==> src/rtl/cache_victim_sel.sv <==
// Random-replacement victim selector: gathers LFSR bits into a way index and picks a fill victim.
// Define VICTIM_SEL_PREFER_INVALID_EN to pick free (invalid) ways before any random choice.
module cache_victim_sel #(
  parameter int NUM_WAYS = 4,
  parameter int WAY_W    = $clog2(NUM_WAYS)
) (
  input  logic                clk,
  input  logic                rst_aL,
  input  logic                rand_bit,
  input  logic                req_valid,
  output logic                req_ready,
  input  logic [NUM_WAYS-1:0] req_valid_ways,
  input  logic [NUM_WAYS-1:0] way_busy,
  output logic                victim_valid,
  input  logic                victim_ready,
  output logic [WAY_W-1:0]    victim_way,
  output logic [NUM_WAYS-1:0] victim_onehot,
  output logic                victim_evict
);

  typedef enum logic [1:0] {IDLE, PICK, HOLD} state_t;

  state_t              state_q, state_d;
  logic [WAY_W-1:0]    rnd_q;
  logic [NUM_WAYS-1:0] vld_q;
  logic [NUM_WAYS-1:0] elig;
  logic                pick_found;
  logic [WAY_W-1:0]    pick_way;
  logic                pick_evict;
  logic [NUM_WAYS-1:0] pick_onehot;
  logic [WAY_W-1:0]    idx;

  // The accumulator runs in every state so the start index keeps changing while PICK retries.
  if (WAY_W == 1) begin : g_rnd_one
    always_ff @(posedge clk) begin
      if (!rst_aL) rnd_q <= '0;
      else         rnd_q <= rand_bit;
    end
  end else begin : g_rnd_multi
    always_ff @(posedge clk) begin
      if (!rst_aL) rnd_q <= '0;
      else         rnd_q <= {rnd_q[WAY_W-2:0], rand_bit};
    end
  end

  // Wraparound search from rnd_q; NUM_WAYS is a power of two so the adder wraps naturally.
  always_comb begin
    elig        = ~way_busy;
    pick_found  = 1'b0;
    pick_way    = '0;
    pick_evict  = 1'b0;
    idx         = '0;
    for (int i = 0; i < NUM_WAYS; i++) begin
      idx = rnd_q + WAY_W'(i);
      if (!pick_found && elig[idx]) begin
        pick_found = 1'b1;
        pick_way   = idx;
        pick_evict = vld_q[idx];
      end
    end
`ifdef VICTIM_SEL_PREFER_INVALID_EN
    for (int i = NUM_WAYS - 1; i >= 0; i--) begin
      if (elig[i] && !vld_q[i]) begin
        pick_found = 1'b1;
        pick_way   = WAY_W'(i);
        pick_evict = 1'b0;
      end
    end
`endif
    pick_onehot           = '0;
    pick_onehot[pick_way] = 1'b1;
  end

  always_comb begin
    state_d = state_q;
    case (state_q)
      IDLE:    if (req_valid)    state_d = PICK;
      PICK:    if (pick_found)   state_d = HOLD;
      HOLD:    if (victim_ready) state_d = IDLE;
      default:                   state_d = IDLE;
    endcase
  end

  always_ff @(posedge clk) begin
    if (!rst_aL) state_q <= IDLE;
    else         state_q <= state_d;
  end

  // Result registers only load on a successful pick so HOLD outputs stay stable.
  always_ff @(posedge clk) begin
    if (!rst_aL) begin
      vld_q         <= '0;
      victim_way    <= '0;
      victim_onehot <= '0;
      victim_evict  <= 1'b0;
    end else begin
      if (state_q == IDLE && req_valid) vld_q <= req_valid_ways;
      if (state_q == PICK && pick_found) begin
        victim_way    <= pick_way;
        victim_onehot <= pick_onehot;
        victim_evict  <= pick_evict;
      end
    end
  end

  assign req_ready    = rst_aL && (state_q == IDLE);
  assign victim_valid = rst_aL && (state_q == HOLD);

endmodule

==> config.mk <==
export PLATFORM = sky130hd
export DESIGN_NAME = cache_victim_sel
export DESIGN_NICKNAME = d
export VERILOG_FILES = /design/src/rtl/cache_victim_sel.sv
export SDC_FILE = /design/constraint.sdc
export NUM_CORES = 1
export LEC_CHECK = 0
export ABC_AREA = 0
export ABC_CLOCK_PERIOD_IN_PS = 1680
export CAP_MARGIN = 20
export CORE_MARGIN = 8
export CORE_UTILIZATION = 49
export CTS_CLUSTER_DIAMETER = 120
export DETAILED_ROUTE_END_ITERATION = 7
export PLACE_DENSITY_LB_ADDON = 0.05
export SYNTH_ARGS = -nofsm -noshare
export SYNTH_HDL_FRONTEND = slang
export SYNTH_SLANG_ARGS = --single-unit
==> constraint.sdc <==
create_clock -name clk -period 1.68 [get_ports clk]
set_input_delay 0.336 -clock clk [delete_from_list [all_inputs] [get_ports clk]]
set_output_delay 0.336 -clock clk [all_outputs]
set_load 0.01 [all_outputs]
* Yosys cells after proc, flatten, opt, wreduce, memory -nomap -nowiden *
Index checks and enable logic that the tools add are counted.

cells by class
  add/subtract/negate cells = 3
  multipliers = 0
  divide/modulo/power cells = 0
  order comparisons = 6
  equality and inequality tests = 5
  shift operators = 0
  muxes and demuxes = 34
  bitwise logic cells = 1
  reduce and logical (&&, ||, !) cells = 13

operators with widths
  operator               count
  $mux W1                17
  $bmux W1 S2            8
  $lt A2 B3 Y1 const B   5
  $mux W2                7
  $logic_and A1 B1 Y1    8
  $ne A2 B2 Y1 const B   3
  $pmux W2 S3            1
  $add A2 B2 Y2 const B  2
  $not A4 Y4             1
  $logic_not A1 Y1       3
  $reduce_and A3 Y1      1
  $add A2 B1 Y2 const B  1
  $demux W1 S2           1
  $eq A2 B1 Y1 const B   1
  $eq A2 B2 Y1 const B   1
  $ge A2 B1 Y1 const B   1
  $logic_not A2 Y1       1

storage, ports and cells
  flip-flop bits (word level) = 15
  latch bits = 0
  memory bits (writable) = 0
  memory bits (read-only) = 0
  input bits = 13
  output and inout bits = 9
  word-level logic and storage cells = 68
  memories kept = 0

* Logic depth before layout (Yosys ltp) *
Gate-level depths: netlist (run 1).

  depth after elaboration = 17
  mapped depth = 7
  mapped depth without buffers = 5

* Worst setup path after synthesis (run 1) *
OpenSTA, ideal clock, no wires.

  path kind = in2reg
  start = in way_busy[3]
  end = reg victim_onehot[1]
  library setup time = 0.058 ns
  arrival = 1.418 ns
  required time = 1.622 ns
  path slack = 0.204 ns
  cell stages on the path = 7
  buffers on the path = 2
  path through = buf_2 -> a41oi_1 -> nand2_1 -> buf_6 -> nor2_1 -> a21boi_1 -> o21a_1

between the ends
  word-level cells in the longest chain between the ends = 17
  elaborated cells on any way between the ends = 29
  those cells by class = order compare (2); mux (18); bitwise (1); reduce/logical (8)

ends and longest elaborated chain
  element                                                             line  source
  start, declared                                                     13    input logic [NUM_WAYS-1:0] way_busy,
  $not A4 Y4 *                                                        48    elig = ~way_busy;
  $bmux W1 S2                                                         55    if (!pick_found && elig[idx]) begin
  $mux W1 (implied by the code)                                       55
  $mux W1                                                             55
  $logic_not A1 Y1                                                    55
  $logic_and A1 B1 Y1                                                 55
  $mux W1                                                             55
  $logic_not A1 Y1                                                    55
  $logic_and A1 B1 Y1                                                 55
  $mux W1                                                             55
  $logic_not A1 Y1                                                    55
  $logic_and A1 B1 Y1                                                 55
  $mux W2                                                             55
  $lt A2 B3 Y1 (implied by the code) or $ge A2 B1 Y1 (tied branches)  71    pick_onehot[pick_way] = 1'b1;
  $logic_and A1 B1 Y1 (implied by the code)                           71
  $mux W1 (implied by the code)                                       71
  $demux W1 S2                                                        71
  end signal, assigned                                                100   victim_onehot <= pick_onehot;
  end, declared                                                       17    output logic [NUM_WAYS-1:0] victim_onehot,

Mark *: on every way between the ends. The rest lies on a longest branch, timed or not. The select of a mux whose other input is x is not followed.
A chain may end at the register's enable or synchronous reset.

* Worst setup path in the final report (run 1) *
  start = in rst_aL
  end = out req_ready

between the ends
  word-level cells in the longest chain between the ends = 1

ends and longest elaborated chain
  element              line  source
  start, declared      8     input logic rst_aL,
  $logic_and A1 B1 Y1  106   assign req_ready = rst_aL && (state_q == IDLE);
  end, declared        11    output logic req_ready,

Every way passes these cells.

==> results.txt, run 1 <==
Total core area = 1902 sq um
Number of design-rule violations left by the first detailed-router iteration = 24
Standard-cell rows = 16
Kind of capture point of the worst setup path = output port
Port-buffer cells = 21
Flops & latches, synth = 15
Avg Synthesized Cell Area = 8.909 sq um
Combinational group share of total power = 0.253
FFs w/ async S/R, synth = 0
Nets = 157
Share of power burned in the clock network = 0.259
Synthesized net count = 121
Req. time, crit path = 1340 ps
Pre-Repair DR Iteration Count = 4
Post-layout instance count excluding filler cells = 170
All-Layer GR Usage = 0.1392
Setup Skew = 1.730 ps
Largest net degree at the start of global routing = 16
Grt total ovfl = 0
Final Core Density = 0.7007
Total leakage power = 0.5108 nW
Dpl hpwl = 1864 microns
Net Sw Frac = 0.2821
Yosys warning count = 0
Area of all sequential standard cells = 302.8 sq um
Routability-driven placement congestion ratio = 0.8803
Max-slew violation total from the final report = 0
Met1 track demand over resource in global routing = 0.1695
Total wirelength of the detailed-routed design = 2382 microns
Starting density of the core = 0.5059
TritonCTS clock tree = yes
Outcome = completed
Peak VDD IR = 0.6600 mV
Average wire per standard cell = 14.01 microns
Area used by multi-input combinational logic = 596.8 sq um
Crit-path slowest cell = sky130_fd_sc_hd__clkdlybuf4s50_1
Power density relative to cell area = 610.0 nW/um^2
Post-route ant nets = 0
GR Layer Usage met3 = 0.03441
CTS sink cnt = 15
Maximum root-to-sink buffer count = 2
Endpoints failing hold = 0
Residual DRC = 0
Total setup violations reported at the end of the flow = 0
Final antenna diode count = 0
H-tree depth = 1
Relative contribution of sequential cells to total power = 0.488
Area growth from synthesis to layout = 38.49%
Worst skew pair latency = 280 ps
Clock tree root buffer cell = sky130_fd_sc_hd__clkbuf_4
Crit Path Max Fanout = 3
Post-CTS clock slew at the launch and capture registers of the worst setup and hold paths = 90 ps
Type of element launching the critical path = input port
Filler cell count in the final layout = 168
Via count of the first global-routing pass = 902
Slowest cell delay on critical path = 490 ps
Post-synth EDFFs = 0
Summed instance area of the synthesized netlist = 962.2 sq um
Horizontal extent of the die = 60.31 microns
Num ports = 22
Number of antenna violations at the first check in global routing = 0
Postcts setup bufs = 0
Register area share after synthesis = 0.3121
Top Usage Layer GRT = met2
Crit path kind = in -> out
Maximum Capacitance Violations = 0
Switching power of the nets = 229.3 uW
CTS buffer count = 3
Type of the worst min-delay path = reg -> reg
Synth Flop Type = sky130_fd_sc_hd__dfxtp_1
Internal power of the cells = 583.5 uW
Unrepaired setup endpoints after global routing = false
Vias = 932
Die Y = 60.31 microns
Number of vias per cell after detailed routing = 5.482
Setup tns final = 0 ps
First-pass GRT wire length = 3905 microns
Layout cells sized above 1 = 0.2308
Slew of the pin with the lowest slew margin = 372.7 ps
Fmax = 620.8 MHz
Tightest slew margin relative to the limit = 0.7509
Final period utilization = 0.9588
GR Util met2 = 0.2287
Arr. time, crit path = 1270 ps
Critical path, cell by cell = clkdlybuf4s50_1 -> nor3b_1 -> clkdlybuf4s15_1
Synth unique cells = 43
Cell count after synthesis = 108
Die Footprint = 3637 sq um
Number of cells after detailed placement = 166
Post-route minimum period = 1611 ps
[cell families (layout without fill, tap and decap cells)]
family	after synthesis	after routing	share of synthesized area
and+or+nand+nor	44	44	0.3017
AOI/OAI and AO/OA	26	26	0.2107
DFF	15	15	0.3121
buffers and inverters	15	50	0.07932
muxes	8	8	0.09623
[cells in the mapped netlist (2+ instances only)]
master | instances | share of area
sky130_fd_sc_hd__a32oi_1 | 2 | 0.018
sky130_fd_sc_hd__buf_4 | 2 | 0.016
sky130_fd_sc_hd__nand3_1 | 2 | 0.010
sky130_fd_sc_hd__and2_1 | 3 | 0.020
sky130_fd_sc_hd__nand2_1 | 5 | 0.020
sky130_fd_sc_hd__nor3b_1 | 3 | 0.023
sky130_fd_sc_hd__nand4_1 | 4 | 0.026
sky130_fd_sc_hd__a21boi_0 | 4 | 0.031
sky130_fd_sc_hd__a21oi_1 | 5 | 0.026
sky130_fd_sc_hd__nand2b_1 | 2 | 0.013
sky130_fd_sc_hd__clkbuf_1 | 2 | 0.0078
sky130_fd_sc_hd__o21ai_0 | 2 | 0.010
sky130_fd_sc_hd__and3b_1 | 3 | 0.027
sky130_fd_sc_hd__o21a_1 | 2 | 0.016
sky130_fd_sc_hd__nor2_1 | 2 | 0.0078
sky130_fd_sc_hd__nand3b_1 | 2 | 0.016
sky130_fd_sc_hd__inv_1 | 6 | 0.023
sky130_fd_sc_hd__buf_2 | 4 | 0.021
sky130_fd_sc_hd__mux2i_1 | 7 | 0.073
sky130_fd_sc_hd__nor2b_1 | 7 | 0.046
sky130_fd_sc_hd__dfxtp_1 | 15 | 0.31
sky130_fd_sc_hd__nand4b_1 | 2 | 0.018
sky130_fd_sc_hd__nor3_1 | 2 | 0.010
[layout by cell type, fill, tap and decap left out, drive strengths merged, types with 3 or more instances in the layout]
cell and instances:
nor2b 7, a21boi 6, buf 19, inv 6, a21oi 5, dlygate4sd2 4, nor3b 4, clkdlybuf4s50 15
nand4 4, mux2i 7, and3b 3, clkbuf 4, and2 4, dfxtp 15, nand2 6
[through the flow]
| stage | setup WS (ps) | hold slack (ps) | cell area (sq um) | power [mW] |
|---|---|---|---|---|
| floorplan | 203.7 | 463.3 | 962.2 | 0.5096 |
| global placement | -305.7 | 451.8 | 1295 | 0.6064 |
| detailed placement | -409.3 | 458.9 | 1295 | 0.6108 |
| CTS | 37.57 | 471.3 | 1324 | 0.8147 |
| global route | 12.86 | 499.8 | 1333 | 0.8470 |
| finish | 69.17 | 471.4 | 1333 | 0.8128 |
[layer usage]
metal,vias up,part of all wire
met5,-,0
met4,0,0.0050
met2,24,0.47
met3,2,0.064
met1,437,0.46
li1,469,-
[final timing paths]
check | slack, ps | to | depth (start not counted) | startpoint
max | 70 | req_ready | 3 | rst_aL
min | 470 | victim_way[1] | 2 | victim_way[1]
max reg2reg | 140 | victim_evict | 6 | rnd_q[1]
min reg2reg | 470 | victim_way[1] | 2 | victim_way[1]
[timing repair]
item	4_1_cts	5_1_grt
endpoints found under the setup margin	5	8
hold buffers	0	0
gates resized for setup	7	5
[flip-flops by register name, summed over array words and instances (netlist names)]
register       cells
rnd_q              2
state_q            2
victim_evict       1
victim_onehot      4
victim_way         2
vld_q              4
[final cells by class]
cell class,instances,share of cell area
Tap cell,27,0.02535
Clock buffer,4,0.01972
Multi-Input combinational cell,78,0.4479
Sequential cell,15,0.2272
Timing Repair Buffer,40,0.2629
Inverter,6,0.01690
[power groups by stage]
stage	Sequential (mW)	Clock, mW	Combinational (mW)
after global routing	0.400	0.222	0.225
after detailed placement	0.403	0	0.207
final	0.397	0.210	0.206
after CTS	0.395	0.214	0.206
after global placement	0.403	0	0.203
after floorplan	0.398	0	0.112
[worst max-delay path, delay by kind of cell]
family | cells | cell delay [ps]
and+or+nand+nor | 1 | 180
buffers and inverters | 2 | 750
No activity file was read; power rests on OpenSTA's default activity.
==> run 2, diff against run 1 <==
--- a/config.mk
+++ b/config.mk
@@ -10,7 +10,7 @@
 export CAP_MARGIN = 20
 export CORE_MARGIN = 8
 export CORE_UTILIZATION = 49
-export CTS_CLUSTER_DIAMETER = 120
+export CTS_CLUSTER_DIAMETER = 50
 export DETAILED_ROUTE_END_ITERATION = 7
 export PLACE_DENSITY_LB_ADDON = 0.05
 export SYNTH_ARGS = -nofsm -noshare
==> results of run 2 <==
No change in the layout: final DEF, timing and power equal those of run 1.
